### src/rtl/modbus_pkg.sv
// Shared constants and types for the Modbus RTU master: function codes,
// response status encodings, CRC-16/MODBUS parameters and FSM states.
package modbus_pkg;

    localparam logic [7:0]  FUNC_READ_HOLD    = 8'h03;
    localparam logic [7:0]  FUNC_WRITE_SINGLE = 8'h06;
    localparam logic [7:0]  EXC_FLAG          = 8'h80;
    localparam logic [7:0]  BCAST_ADDR        = 8'h00;
    localparam logic [15:0] READ_QTY          = 16'h0001;

    localparam logic [15:0] CRC_INIT = 16'hFFFF;
    localparam logic [15:0] CRC_POLY = 16'hA001;

    localparam logic [2:0] STAT_OK          = 3'd0;
    localparam logic [2:0] STAT_CRC_ERR     = 3'd1;
    localparam logic [2:0] STAT_TIMEOUT     = 3'd2;
    localparam logic [2:0] STAT_EXCEPTION   = 3'd3;
    localparam logic [2:0] STAT_MISMATCH    = 3'd4;
    localparam logic [2:0] STAT_ILLEGAL_CMD = 3'd5;

    typedef enum logic [2:0] {
        S_IDLE,
        S_TX_FRAME,
        S_RX_WAIT,
        S_RX_FRAME,
        S_CHECK
    } state_e;

endpackage

### src/rtl/modbus_crc16.sv
// Byte-wise CRC-16/MODBUS update (reflected polynomial, LSB first).
module modbus_crc16
    import modbus_pkg::*;
(
    input  logic [15:0] crc_in,
    input  logic [7:0]  byte_in,
    output logic [15:0] crc_out
);

    logic [15:0] c;

    always_comb begin
        c = crc_in ^ {8'h00, byte_in};
        for (int i = 0; i < 8; i++) begin
            c = c[0] ? ((c >> 1) ^ CRC_POLY) : (c >> 1);
        end
        crc_out = c;
    end

endmodule

### src/rtl/modbus_master.sv
// Modbus RTU master: issues a single read (0x03) or write (0x06) request,
// then collects and validates the slave response or times out.
module modbus_master
    import modbus_pkg::*;
#(
    parameter int unsigned TIMEOUT_CYCLES = 100000
) (
    input  logic        clk,
    input  logic        rst,
    input  logic        cmd_valid,
    output logic        cmd_ready,
    input  logic [7:0]  cmd_slave,
    input  logic [7:0]  cmd_func,
    input  logic [15:0] cmd_reg_addr,
    input  logic [15:0] cmd_wr_data,
    output logic [7:0]  tx_data,
    output logic        tx_valid,
    input  logic        tx_ready,
    input  logic [7:0]  rx_data,
    input  logic        rx_valid,
    output logic        rsp_valid,
    output logic [2:0]  rsp_status,
    output logic [15:0] rsp_data,
    output logic        busy
);

    localparam int unsigned CNT_W = $clog2(TIMEOUT_CYCLES + 1);
    localparam logic [CNT_W-1:0] TMO_LAST = CNT_W'(TIMEOUT_CYCLES - 1);

    state_e            state_q, state_d;
    logic [3:0]        byte_cnt_q, byte_cnt_d;
    logic [CNT_W-1:0]  tmo_q, tmo_d;
    logic [15:0]       crc_q, crc_d;
    logic              rsp_valid_q, rsp_valid_d;
    logic [2:0]        rsp_status_q, rsp_status_d;
    logic [15:0]       rsp_data_q, rsp_data_d;

    logic [7:0]        slave_q, slave_d;
    logic [7:0]        func_q, func_d;
    logic [15:0]       reg_q, reg_d;
    logic [15:0]       wdata_q, wdata_d;
    logic [3:0]        rx_len_q, rx_len_d;
    logic              exc_q, exc_d;
    logic              mis_q, mis_d;
    logic [15:0]       rdata_q, rdata_d;

    logic [7:0]        frame_byte;
    logic [7:0]        crc_byte;
    logic [15:0]       crc_next;
    logic              rx_abort;
    logic [15:0]       ok_data;

    // TX and RX never overlap, so one CRC unit serves both directions.
    assign crc_byte = (state_q == S_TX_FRAME) ? frame_byte : rx_data;

    modbus_crc16 u_crc (
        .crc_in  (crc_q),
        .byte_in (crc_byte),
        .crc_out (crc_next)
    );

    always_comb begin
        unique case (byte_cnt_q)
            4'd0:    frame_byte = slave_q;
            4'd1:    frame_byte = func_q;
            4'd2:    frame_byte = reg_q[15:8];
            4'd3:    frame_byte = reg_q[7:0];
            4'd4:    frame_byte = wdata_q[15:8];
            4'd5:    frame_byte = wdata_q[7:0];
            4'd6:    frame_byte = crc_q[7:0];
            default: frame_byte = crc_q[15:8];
        endcase
    end

    assign ok_data = (func_q == FUNC_READ_HOLD) ? rdata_q : wdata_q;

    always_ff @(posedge clk) begin
        if (rst) begin
            state_q      <= S_IDLE;
            byte_cnt_q   <= '0;
            tmo_q        <= '0;
            crc_q        <= CRC_INIT;
            rsp_valid_q  <= 1'b0;
            rsp_status_q <= STAT_OK;
            rsp_data_q   <= '0;
        end else begin
            state_q      <= state_d;
            byte_cnt_q   <= byte_cnt_d;
            tmo_q        <= tmo_d;
            crc_q        <= crc_d;
            rsp_valid_q  <= rsp_valid_d;
            rsp_status_q <= rsp_status_d;
            rsp_data_q   <= rsp_data_d;
        end
    end

    always_ff @(posedge clk) begin
        slave_q  <= slave_d;
        func_q   <= func_d;
        reg_q    <= reg_d;
        wdata_q  <= wdata_d;
        rx_len_q <= rx_len_d;
        exc_q    <= exc_d;
        mis_q    <= mis_d;
        rdata_q  <= rdata_d;
    end

    always_comb begin
        state_d      = state_q;
        byte_cnt_d   = byte_cnt_q;
        tmo_d        = tmo_q;
        crc_d        = crc_q;
        rsp_valid_d  = 1'b0;
        rsp_status_d = rsp_status_q;
        rsp_data_d   = rsp_data_q;
        slave_d      = slave_q;
        func_d       = func_q;
        reg_d        = reg_q;
        wdata_d      = wdata_q;
        rx_len_d     = rx_len_q;
        exc_d        = exc_q;
        mis_d        = mis_q;
        rdata_d      = rdata_q;
        rx_abort     = 1'b0;

        unique case (state_q)
            S_IDLE: begin
                if (cmd_valid) begin
                    slave_d    = cmd_slave;
                    func_d     = cmd_func;
                    reg_d      = cmd_reg_addr;
                    wdata_d    = (cmd_func == FUNC_READ_HOLD) ? READ_QTY : cmd_wr_data;
                    byte_cnt_d = '0;
                    tmo_d      = '0;
                    crc_d      = CRC_INIT;
                    rx_len_d   = 4'd8;
                    exc_d      = 1'b0;
                    mis_d      = 1'b0;
                    rdata_d    = '0;
                    if (cmd_func == FUNC_READ_HOLD || cmd_func == FUNC_WRITE_SINGLE) begin
                        state_d = S_TX_FRAME;
                    end else begin
                        rsp_valid_d  = 1'b1;
                        rsp_status_d = STAT_ILLEGAL_CMD;
                        rsp_data_d   = '0;
                    end
                end
            end
            S_TX_FRAME: begin
                if (tx_ready) begin
                    byte_cnt_d = byte_cnt_q + 4'd1;
                    // The two CRC bytes themselves are not folded into the CRC.
                    if (byte_cnt_q < 4'd6) crc_d = crc_next;
                    if (byte_cnt_q == 4'd7) begin
                        byte_cnt_d = '0;
                        crc_d      = CRC_INIT;
                        tmo_d      = '0;
                        state_d    = (slave_q == BCAST_ADDR) ? S_CHECK : S_RX_WAIT;
                    end
                end
            end
            S_RX_WAIT, S_RX_FRAME: begin
                if (rx_valid) begin
                    tmo_d      = '0;
                    crc_d      = crc_next;
                    byte_cnt_d = byte_cnt_q + 4'd1;
                    state_d    = (byte_cnt_q >= 4'd2 && byte_cnt_q == rx_len_q - 4'd1)
                                 ? S_CHECK : S_RX_FRAME;
                    unique case (byte_cnt_q)
                        4'd0: rx_abort = (rx_data != slave_q);
                        4'd1: begin
                            if (rx_data == func_q) begin
                                rx_len_d = (func_q == FUNC_READ_HOLD) ? 4'd7 : 4'd8;
                            end else if (rx_data == (func_q | EXC_FLAG)) begin
                                rx_len_d = 4'd5;
                                exc_d    = 1'b1;
                            end else begin
                                rx_abort = 1'b1;
                            end
                        end
                        4'd2: begin
                            if (exc_q)                        rdata_d = {8'h00, rx_data};
                            else if (func_q == FUNC_READ_HOLD) mis_d  = mis_q | (rx_data != 8'h02);
                            else                               mis_d  = mis_q | (rx_data != reg_q[15:8]);
                        end
                        4'd3: begin
                            if (!exc_q && func_q == FUNC_READ_HOLD) rdata_d[15:8] = rx_data;
                            else if (!exc_q)                        mis_d = mis_q | (rx_data != reg_q[7:0]);
                        end
                        4'd4: begin
                            if (!exc_q && func_q == FUNC_READ_HOLD) rdata_d[7:0] = rx_data;
                            else if (!exc_q)                        mis_d = mis_q | (rx_data != wdata_q[15:8]);
                        end
                        4'd5: begin
                            if (!exc_q && func_q == FUNC_WRITE_SINGLE)
                                mis_d = mis_q | (rx_data != wdata_q[7:0]);
                        end
                        default: ;
                    endcase
                    if (rx_abort) begin
                        state_d      = S_IDLE;
                        rsp_valid_d  = 1'b1;
                        rsp_status_d = STAT_MISMATCH;
                        rsp_data_d   = '0;
                    end
                end else begin
                    tmo_d = tmo_q + CNT_W'(1);
                    if (tmo_q == TMO_LAST) begin
                        state_d      = S_IDLE;
                        rsp_valid_d  = 1'b1;
                        rsp_status_d = STAT_TIMEOUT;
                        rsp_data_d   = '0;
                    end
                end
            end
            S_CHECK: begin
                state_d     = S_IDLE;
                rsp_valid_d = 1'b1;
                rsp_data_d  = '0;
                // A good frame run through the CRC including its own CRC leaves zero.
                if (slave_q == BCAST_ADDR) begin
                    rsp_status_d = STAT_OK;
                    rsp_data_d   = ok_data;
                end else if (crc_q != 16'h0000) begin
                    rsp_status_d = STAT_CRC_ERR;
                end else if (mis_q) begin
                    rsp_status_d = STAT_MISMATCH;
                end else if (exc_q) begin
                    rsp_status_d = STAT_EXCEPTION;
                    rsp_data_d   = rdata_q;
                end else begin
                    rsp_status_d = STAT_OK;
                    rsp_data_d   = ok_data;
                end
            end
            default: state_d = S_IDLE;
        endcase
    end

    always_comb begin
        cmd_ready = (state_q == S_IDLE);
        busy      = (state_q != S_IDLE);
        tx_valid  = (state_q == S_TX_FRAME);
        tx_data   = (state_q == S_TX_FRAME) ? frame_byte : 8'h00;
    end

    assign rsp_valid  = rsp_valid_q;
    assign rsp_status = rsp_status_q;
    assign rsp_data   = rsp_data_q;

endmodule

### config.mk
export PLATFORM = sky130hd
export DESIGN_NAME = modbus_master
export DESIGN_NICKNAME = d
export VERILOG_FILES = /design/src/rtl/modbus_pkg.sv /design/src/rtl/modbus_crc16.sv /design/src/rtl/modbus_master.sv
export SDC_FILE = /design/constraint.sdc
export NUM_CORES = 1
export LEC_CHECK = 0
export CAP_MARGIN = 20
export CORE_MARGIN = 2
export CORE_UTILIZATION = 52
export CTS_BUF_LIST = sky130_fd_sc_hd__clkbuf_2 sky130_fd_sc_hd__clkbuf_4 sky130_fd_sc_hd__clkbuf_8
export DETAILED_ROUTE_END_ITERATION = 6
export PLACE_DENSITY_LB_ADDON = 0.25
export RECOVER_POWER = 50
export SETUP_SLACK_MARGIN = 0.1
export SYNTH_ARGS = -nofsm -noshare
export SYNTH_HDL_FRONTEND = slang
export SYNTH_SLANG_ARGS = --single-unit
export TNS_END_PERCENT = 10
### constraint.sdc
create_clock -name clk -period 2.86 [get_ports clk]
set_input_delay 0.429 -clock clk [delete_from_list [all_inputs] [get_ports clk]]
set_output_delay 0.429 -clock clk [all_outputs]
set_load 0.03 [all_outputs]
==> results of run 1 <==
## registers in the layout (all words and copies together) (netlist names)
register	cells
rsp_valid	1
func_q	8
crc_q	16
rdata_q	16
reg_q	16
slave_q	8
mis_q	1
wdata_q	16
tmo_q	17
state_q	3
exc_q	1
rx_len_q	3
byte_cnt_q	4
rsp_status	3
rsp_data	16
## per-stage QoR
step           util [%]  power, uW  hold WS [ns]
6_report           71.2       4940         0.454
5_1_grt            71.2       5130         0.469
4_1_cts            70.9       4930         0.459
3_5_place_dp       66.5       3390         0.450
3_3_place_gp       66.5       3370         0.444
2_1_floorplan         -       2890         0.467
## area by class of cell
type,count,area (um2)
fillers,1055,3810
flip-flops and latches,129,3280
clock buffers,21,264
clock inverters,11,115
multi-input cells,547,3680
well taps,176,220
inverters,17,68.8
repair buffers,198,1810
## report_power, final
| part | leakage [uW] | internal [uW] | switching [uW] |
|---|---|---|---|
| registers | 0.00117 | 2090 | 98.7 |
| logic | 0.00222 | 595 | 626 |
| clock network | 0.000194 | 803 | 719 |
| total | 0.00358 | 3490 | 1440 |
## worst paths after layout
path / end / depth (start not counted) / from
max: crc_q[0] / 12 / byte_cnt_q[0]
min: rsp_status[0] / 2 / rsp_status[0]
max reg2reg: crc_q[0] / 12 / byte_cnt_q[0]
min reg2reg: rsp_status[0] / 2 / rsp_status[0]
## cells in the mapped netlist, types with 4 or more instances
master and n:
nand2_1 72, a21oi_1 63, clkbuf_1 29, a22o_1 19, xnor2_1 29, o22ai_1 15
nor2_1 69, nor3_1 12, nand3_1 11, nor3b_1 7, or3_1 4, edfxtp_1 69
nor4_1 10, nand2b_1 24, a31oi_1 8, nor2b_1 14, and2_1 38, ha_1 7
o21ai_0 18, inv_1 16, a22oi_1 10, a211oi_1 4, dfxtp_1 60, nand4_1 16
nand3b_1 4, buf_2 11, xor2_1 28, buf_6 4
## worst min-delay path, cell delays in order, from the launching register on
cell and delay (ns):
dfxtp_1 0.31, nand2_1 0.05, a21oi_1 0.05
## logic make-up after synthesis
logic type	after synthesis
buffers and inverters	67
AND/OR/NAND/NOR	303
flip-flops	129
multiplexers	1
AO/OA/AOI/OAI	174
XOR/XNOR	62
adder cells (fa/ha/maj)	7
## what timing repair did
item	4_1_cts	5_1_grt
pin swaps	20	4
cloned	0	0
endpoints found under the setup margin	12	28
gates resized for setup	27	10
buffers inserted	8	2
## metal layers
metal / GRT usage (%) / vias to the layer above / share of wire (%)
met5: 0 / - / 0
met4: 16.1 / 0 / 4.4
met3: 8.25 / 55 / 8.0
met2: 46.1 / 286 / 45
met1: 40.3 / 3017 / 43
li1: - / 3016 / -
==> impl_metrics.tcl, run 1 <==
set metrics [dict create \
    worst_skew_pair.late_latency_ns 0.45 \
    p_per_area_nw_per_um2 523 \
    maxSlewHeadroom_pct 21.9 \
    postCtsHoldBufs 0 \
    synth-edff-count 69 \
    dp.cells 1057 \
    fin_cells 1099 \
    grt_max_degree 49 \
    fmax_mhz 348 \
    yosysTopAreaCell "edfxtp_1" \
    dieArea_um2 14500 \
    hold_viol 0 \
    grt_pass1_wl_um 33400 \
    post-route-min-period_ns 2.88 \
    rsz0062_at_grt "true" \
    grt_pass1_vias 6298 \
    crit_fanout 7 \
    gp_congestion 0.995 \
    outcome "complete, but fails checks" \
    dpl_worst_slack_ns -0.249 \
    leakagePower_uw 0.00358 \
    overflow 0 \
    cts_buffers 17 \
    totalWireLength_um 21600 \
    synthMuxAreaShare_pct 0.160 \
    drv_cap 0 \
    avgSynthCellArea_um2 9.48 \
    yosysSeqAreaShare_pct 46.5 \
    drc 0 \
    ys_seq_elements 129 \
    nNetsFinal 978 \
    holdCritPathClass "flop to flop" \
    synth_cells 743 \
    reg2reg_slack_ns -0.02 \
    ctsHtreeMaxLevel 4 \
    synthTopCellsByArea "edfxtp_1 29%, dfxtp_1 17%, a21oi_1 4.5%" \
    viasPerCell 5.80 \
    setup_viol 1 \
    worstSetupPathType "flop to flop" \
    cts_tree "done" \
    first_pass_iters 5 \
    drive_above_1_share_pct 20.8 \
    syn_nets 811 \
    critical-path-max-stage-delay_ns 0.45 \
    core_um2 13200 \
    ys_warn_count 0 \
    synth_fa_ha_area_share_pct 1.24 \
    antennaDiodeCount 0 \
    path_buf_inv 2 \
    io_buffers 91 \
    synth_top_family_by_area "simple AND/OR/NAND/NOR gates" \
    synth.top_cell.area_share_pct 29.4 \
    num_rows 42 \
    fin_ws_ns -0.0164 \
    synth_xor_xnor_area_share_pct 8.56 \
    final_cell_mix "95 x buf_4, 72 x nand2_1, 69 x edfxtp_1, 68 x nor2_1, 62 x a21oi_1" \
    ctsLongestPathBuffers 2 \
    worstPathArrival_ns 3.22 \
    grt_use_total_pct 30.6 \
    synth_compound_area_share_pct 16.3 \
    vias 6374 \
    critPathRequiredTime_ns 3.20 \
    fin_area_um2 9430 \
    min_period_over_period_pct 101 \
    end_kind "flop" \
    synthDistinctLibCells 75 \
    drt-wirelength-per-cell_um 19.7 \
    start_util_pct 53.2 \
    place_area_um2 8800 \
    synth_area_um2 7040 \
    drt-initial-drc-count 610 \
    slew_viol_final 0 \
    tns_ns -0.0164 \
    antenna_found_initial 0 \
    finClkSkew_ns 0.0114 \
    num_io_pins 92 \
    ir_drop_v 0.000380 \
    critical-path-top-delay-family "XOR/XNOR gates" \
    synthFlopType "edfxtp_1" \
    async_reset_ff_share_pct 0 \
    tightest_slew_ns 1.17 \
    cts-root-buf "clkbuf_8" \
    cts.sinks 129 \
    cp_slowest_cell "xnor3_2" \
    hpwl_um 16600 \
    final_common_cell "buf_4" \
    crit_path_start_kind "flop" \
    yosys.area_share.simple_pct 23.0 \
    path_clk_slew_ns 0.08 \
    antenna_left 0 \
    path_cells "inv_4 -> ha_4 -> nor4_4 -> a211o_2 -> buf_12 -> nor4_4 -> o21ai_2 -> xor2_2 -> xnor3_2 -> xnor3_2 -> xnor2_1 -> a21oi_1" \
    area_delta_synth_final_pct 34.0 \
    die_h_um 120 \
    die_w_um 120 \
    violations "setup timing" \
]
Power figures use the tool's default switching activity.
==> inputs of run 2 (changes only) <==
==> constraint.sdc (replaced) <==
create_clock -name clk -period 3.3 [get_ports clk]
set_input_delay 0.495 -clock clk [delete_from_list [all_inputs] [get_ports clk]]
set_output_delay 0.495 -clock clk [all_outputs]
set_load 0.03 [all_outputs]
==> run 2 against run 1 <==
The flow now finishes without violations. Combinational power decreased by 20%. Via count decreased by 2.0%. Critical path depth decreased by 1. Sequential power decreased by 13%. Maximum frequency decreased by 9.8%. Utilization decreased by 4.0 points. Global-route usage decreased by 1.0 points. Clock power decreased by 7%. Sequential cell count unchanged. Sequential share of layout area increased by 2.0 points. Critical path type unchanged.
==> impl_metrics.tcl, run 2 (synthesized netlist as in run 1, its figures left out) <==
set metrics [dict create \
    cts_tree "done" \
    hold_viol 0 \
    maxSlewHeadroom_pct 57.7 \
    antenna_found_initial 0 \
    drc 0 \
    viasPerCell 5.93 \
    critical-path-top-delay-family "XOR/XNOR gates" \
    cts-root-buf "clkbuf_8" \
    slew_viol_final 0 \
    num_rows 42 \
    gp_congestion 0.944 \
    start_util_pct 53.2 \
    setup_viol 0 \
    drv_cap 0 \
    post-route-min-period_ns 3.19 \
    worst_skew_pair.late_latency_ns 0.45 \
    p_per_area_nw_per_um2 480 \
    ctsHtreeMaxLevel 4 \
    cts_buffers 17 \
    drive_above_1_share_pct 15.2 \
    core_um2 13200 \
    path_cells "buf_4 -> ha_2 -> nor4b_2 -> a211o_2 -> nor4_4 -> o21ai_2 -> xor2_2 -> xnor3_2 -> xnor3_2 -> xnor2_1 -> a21oi_1" \
    critical-path-max-stage-delay_ns 0.48 \
    seqCellArea_um2 3270 \
    met2_length_um 9480 \
    nNetsFinal 932 \
    hpwl_um 15900 \
    die_h_um 120 \
    top_register "tmo_q" \
    drt-initial-drc-count 573 \
    r2r_start "byte_cnt_q[1]" \
    largest_reg_flops 17 \
    dpl_worst_slack_ns -0.00338 \
    topRoutingLayerUsed "met4" \
    reg2regPathDepth 11 \
    end_kind "flop" \
    finClkSkew_ns 0.0131 \
    first_pass_iters 5 \
    holdCritPathClass "flop to flop" \
    final_common_cell "nand2_1" \
    grt_max_degree 49 \
    die_w_um 120 \
    outcome "complete, no violations" \
    rsz0062_at_grt "true" \
    tightest_slew_ns 0.634 \
    rr_endpoint "crc_q[0]" \
    grt_use_total_pct 29.6 \
    vias 6247 \
    final_cell_mix "72 x nand2_1, 69 x nor2_1, 69 x edfxtp_1, 63 x a21oi_1, 61 x buf_4" \
    critical_path_depth 11 \
    n_fill_cell 1094 \
    ir_drop_v 0.000362 \
    totalWireLength_um 20700 \
    path_buf_inv 1 \
    ctsLongestPathBuffers 2 \
    reg2reg_slack_ns 0.11 \
    area_delta_synth_final_pct 26.5 \
    crit_fanout 7 \
    crit_top_cell "xnor3_2" \
    fin_hold_ws_ns 0.472 \
    worstSetupPathType "flop to flop" \
    antennaDiodeCount 0 \
    antenna_left 0 \
    dieArea_um2 14500 \
    wl_met3_um 1670 \
    crit_path_end "crc_q[0]" \
    overflow 0 \
    path_clk_slew_ns 0.08 \
    crit_path_start_kind "flop" \
    cp_slowest_cell "xnor3_2" \
    grt_pass1_vias 6033 \
    min_period_over_period_pct 96.6 \
    drt-wirelength-per-cell_um 19.7 \
    num_io_pins 92 \
    fin_ws_ns 0.112 \
    cts.sinks 129 \
    wl_met1_um 8900 \
    fmax_mhz 314 \
    grt_pass1_wl_um 32300 \
    critPathRequiredTime_ns 3.64 \
    io_buffers 91 \
    worstPathArrival_ns 3.52 \
    crit_path_start "byte_cnt_q[1]" \
    multi_input_area_um2 3510 \
    leakagePower_uw 0.00328 \
]
-- run 2: changes by cell type in the layout (fill, tap and decap cells not counted), sizes merged --
cell	previous run	this run
dlymetal6s2s	1	0
buf	109	68
clkinvlp	1	0
clkdlybuf4s50	29	51
inv	17	20
bufinv	2	3
clkinv	8	4
clkbuf	27	23
dlygate4sd3	53	32
-- run 2: area by class of cell --
cell class	count	area share [%]
Clock inverter	10	1.52
Clock buffer	22	3.05
Sequential cell	129	36.8
Multi-Input combinational cell	547	39.4
Timing Repair Buffer	152	16.1
Tap cell	176	2.47
Inverter	17	0.717
-- run 2: how the worst min path moves through the flow --
stage / start / endpoint / slack (ns) / cells past startpoint
finish: rsp_status[0] / rsp_status[0] / 0.47 / 2
global placement: rsp_status[0] / rsp_status[0] / 0.44 / 2
floorplan: tmo_q[15] / tmo_q[15] / 0.47 / 2
global route: rsp_data[2] / rsp_data[2] / 0.52 / 2
CTS: rsp_status[0] / rsp_status[0] / 0.47 / 2
detailed placement: rsp_status[0] / rsp_status[0] / 0.46 / 2
-- run 2: timing repair --
action	in CTS	in global routing
setup buffers	0	0
hold buffers	0	0
endpoints found under the setup margin	4	7
gates cloned	0	0
pin swaps	0	0
endpoints found under the hold margin	0	0
gates resized for setup	5	5
-- run 2: through the flow --
| stage | instances | TNS [ns] | total power [uW] | util [%] | instance area, um2 |
|---|---|---|---|---|---|
| 6_report | 1053 | 0 | 4280 | 67.2 | 8900 |
| 5_1_grt | 1053 | -0.0461 | 4450 | 67.2 | 8900 |
| 4_1_cts | 1053 | 0 | 4300 | 67.1 | 8890 |
| 3_5_place_dp | 1021 | -0.00338 | 2880 | 63.9 | 8460 |
| 3_3_place_gp | 1021 | 0 | 2860 | 63.9 | 8460 |
| 2_1_floorplan | 743 | 0 | 2500 | - | 7040 |
-- run 2: power by group --
part | switching [uW] | total (uW) | internal, uW
Clock | 619 | 1410 | 789
Combinational | 512 | 970 | 458
Sequential | 84.3 | 1900 | 1810
-- run 2: tightest hold or removal path: stages (launching register included) --
cell,delay (ns)
dfxtp_1,0.31
nand2_1,0.06
a21oi_1,0.06
-- run 2: per-layer routing --
layer / GRT usage, % / vias to the layer above
li1: - / 2906
met5: 0 / -
met2: 45.4 / 310
met3: 6.75 / 47
met1: 39.8 / 2984
met4: 13.7 / 0
==> inputs of run 3 (changes only) <==
--- a/config.mk
+++ b/config.mk
@@ -5,7 +5,6 @@
 export SDC_FILE = /design/constraint.sdc
 export NUM_CORES = 1
 export LEC_CHECK = 0
-export CAP_MARGIN = 20
 export CORE_MARGIN = 2
 export CORE_UTILIZATION = 52
 export CTS_BUF_LIST = sky130_fd_sc_hd__clkbuf_2 sky130_fd_sc_hd__clkbuf_4 sky130_fd_sc_hd__clkbuf_8
@@ -15,5 +14,6 @@
 export SETUP_SLACK_MARGIN = 0.1
 export SYNTH_ARGS = -nofsm -noshare
 export SYNTH_HDL_FRONTEND = slang
+export SYNTH_HIERARCHICAL = 1
 export SYNTH_SLANG_ARGS = --single-unit
 export TNS_END_PERCENT = 10
==> run 3 against run 2 <==
Design area up 0.25%. Clock power shrank 3%. Total power is 17% lower. The flow now finishes with violations (capacitance limit, slew limit). Worst hold slack about the same. Cell count decreased by 6.6%. Wire length decreased by 8.2%. Highest routed layer unchanged. Synthesized area shrank 1.5%.
==> impl_metrics.tcl, run 3 <==
set metrics [dict create \
    drc 0 \
    final_cell_mix "69 x edfxtp_1, 63 x buf_4, 57 x dfxtp_1, 53 x dlygate4sd3_1, 37 x nor2_1" \
    num_io_pins 92 \
    start_util_pct 52.8 \
    cp_slowest_cell "dfxtp_4" \
    ctsHtreeMaxLevel 4 \
    core_um2 13100 \
    ctsLongestPathBuffers 2 \
    maxSlewHeadroom_pct -21.0 \
    synth_common_cells "69 x edfxtp_1, 60 x dfxtp_1, 42 x nor2_1" \
    largest_reg_flops 17 \
    synthTopCellsByArea "edfxtp_1 30%, dfxtp_1 17%, xnor2_1 5.1%" \
    drt-wirelength-per-cell_um 19.3 \
    reg2reg_slack_ns 0.10 \
    grt_use_total_pct 26.7 \
    post-route-min-period_ns 3.20 \
    holdPathStages 2 \
    die_h_um 119 \
    tns_ns 0 \
    critical-path-top-delay-family "compound AO/OA/AOI/OAI gates" \
    grt_max_degree 50 \
    top_register "tmo_q" \
    crit_fanout 5 \
    hpwl_um 14200 \
    cts-root-buf "clkbuf_8" \
    fin_cells 984 \
    tightest_slew_ns 1.79 \
    hold_end "rsp_status[2]" \
    drv_cap 1 \
    leakagePower_uw 0.00335 \
    ys_warn_count 6 \
    first_pass_iters 5 \
    min-delay-start "rsp_status[2]" \
    grt_pass1_wl_um 29100 \
    p_total_uw 3550 \
    cts.sinks 129 \
    synth_area_um2 6930 \
    yosysMostFrequentCell "edfxtp_1" \
    drt-initial-drc-count 563 \
    critPathRequiredTime_ns 3.64 \
    path_clk_slew_ns 0.08 \
    path_buf_inv 3 \
    min_period_over_period_pct 96.9 \
    cts_buffers 17 \
    antenna_left 0 \
    worstSetupPathType "flop to flop" \
    synth_cells 666 \
    cts_tree "done" \
    viasPerCell 5.94 \
    holdCritPathClass "flop to flop" \
    path_cells "inv_4 -> ha_4 -> buf_6 -> a22oi_2 -> o2bb2ai_4 -> a221o_1 -> a211oi_2 -> nor2_2 -> a21o_1 -> xnor2_2 -> xnor2_2 -> xnor3_2 -> buf_6 -> xnor2_1 -> o22ai_1 -> nand2b_1" \
    antenna_found_initial 0 \
    worstPathArrival_ns 3.54 \
    syn_nets 734 \
    hold_viol 0 \
    critical-path-max-stage-delay_ns 0.42 \
    yosysTopAreaCell "edfxtp_1" \
    synthDistinctLibCells 70 \
    crit_path_start_kind "flop" \
    area_delta_synth_final_pct 28.8 \
    postCtsHoldBufs 0 \
    fin_area_um2 8930 \
    vias 5841 \
    async_reset_ff_share_pct 0 \
    synthFlopType "edfxtp_1" \
    die_w_um 119 \
    synth.top_cell.area_share_pct 29.9 \
    ys_seq_elements 129 \
    io_buffers 91 \
    rsz0062_at_grt "true" \
    totalWireLength_um 19000 \
    antennaDiodeCount 0 \
    synth-edff-count 69 \
    yosysSeqAreaShare_pct 47.2 \
    dp.cells 943 \
    r2r_start "byte_cnt_q[0]" \
    reg2regPathDepth 16 \
    worst_skew_pair.late_latency_ns 0.45 \
    setup_viol 0 \
    avgSynthCellArea_um2 10.4 \
    outcome "complete, but fails checks" \
    rr_endpoint "crc_q[15]" \
    finClkSkew_ns 0.0117 \
    p_per_area_nw_per_um2 398 \
    drive_above_1_share_pct 20.3 \
    gp_congestion 0.922 \
    grt_pass1_vias 5509 \
    num_rows 42 \
    ir_drop_v 0.000480 \
    fmax_mhz 313 \
    dieArea_um2 14300 \
    overflow 0 \
    end_kind "flop" \
    slew_viol_final 10 \
    nNetsFinal 863 \
    final_common_cell "edfxtp_1" \
    violations "capacitance limit, slew limit" \
    place_area_um2 8310 \
]
-- run 3: cell type report --
cell class | count | area, um2
inverter | 30 | 118
timing repair buffer | 160 | 1500
clock inverter | 15 | 165
fill | 998 | 4210
multi-input combinational | 457 | 3410
tap | 176 | 220
clock buffer | 17 | 234
sequential | 129 | 3280
-- run 3: logic make-up after synthesis --
kind of cell	Yosys count	synth area share (%)
compound gates	144	16.7
xor+xnor	65	8.73
buf+inv	80	5.65
mux	18	2.62
fa+ha+maj	7	1.26
flops	129	47.2
simple gates	223	17.8
-- run 3: stage by stage --
| step | hold slack (ns) | util, % | setup slack (ns) |
|---|---|---|---|
| 3_3_place_gp | 0.462 | 63.3 | -0.0575 |
| 4_1_cts | 0.479 | 66.6 | 0.0117 |
| 6_report | 0.472 | 68.0 | 0.102 |
| 2_1_floorplan | 0.462 | - | -0.121 |
| 3_5_place_dp | 0.464 | 63.3 | -0.131 |
| 5_1_grt | 0.490 | 68.0 | 0.0200 |
-- run 3: worst max path at each step --
| stage | endpoint | slack, ns | cells past startpoint | start |
|---|---|---|---|---|
| 2_1_floorplan | crc_q[0] | -0.12 | 15 | byte_cnt_q[0] |
| 3_3_place_gp | crc_q[0] | -0.06 | 14 | byte_cnt_q[0] |
| 3_5_place_dp | crc_q[0] | -0.13 | 14 | byte_cnt_q[0] |
| 4_1_cts | crc_q[0] | 0.01 | 14 | byte_cnt_q[1] |
| 5_1_grt | crc_q[14] | 0.02 | 17 | byte_cnt_q[1] |
| 6_report | crc_q[15] | 0.10 | 16 | byte_cnt_q[0] |
-- run 3: repair_timing --
item,4_1_cts,5_1_grt
gates cloned,0,0
setup buffers,0,9
pin swaps,4,16
endpoints found under the setup margin,5,5
resized for setup,12,29
-- run 3: power by group --
group	internal (uW)	switching, uW	total, uW
registers	1750	45.7	1790
logic	207	187	393
clock network	740	628	1370
-- run 3: worst min-delay path, cell delays in order (launching register included) --
cell and delay (ns):
dfxtp_1 0.31, nand2b_1 0.06, o21ai_0 0.06
-- run 3: layer usage --
metal,vias to the layer above,global-route usage [%],routed length [um],part of all wire [%]
li1,2699,-,-,-
met1,2795,36.3,7780,41
met2,294,41.5,8930,47
met3,53,6.18,1700,8.9
met4,0,10.9,625,3.3
met5,-,0,0,0
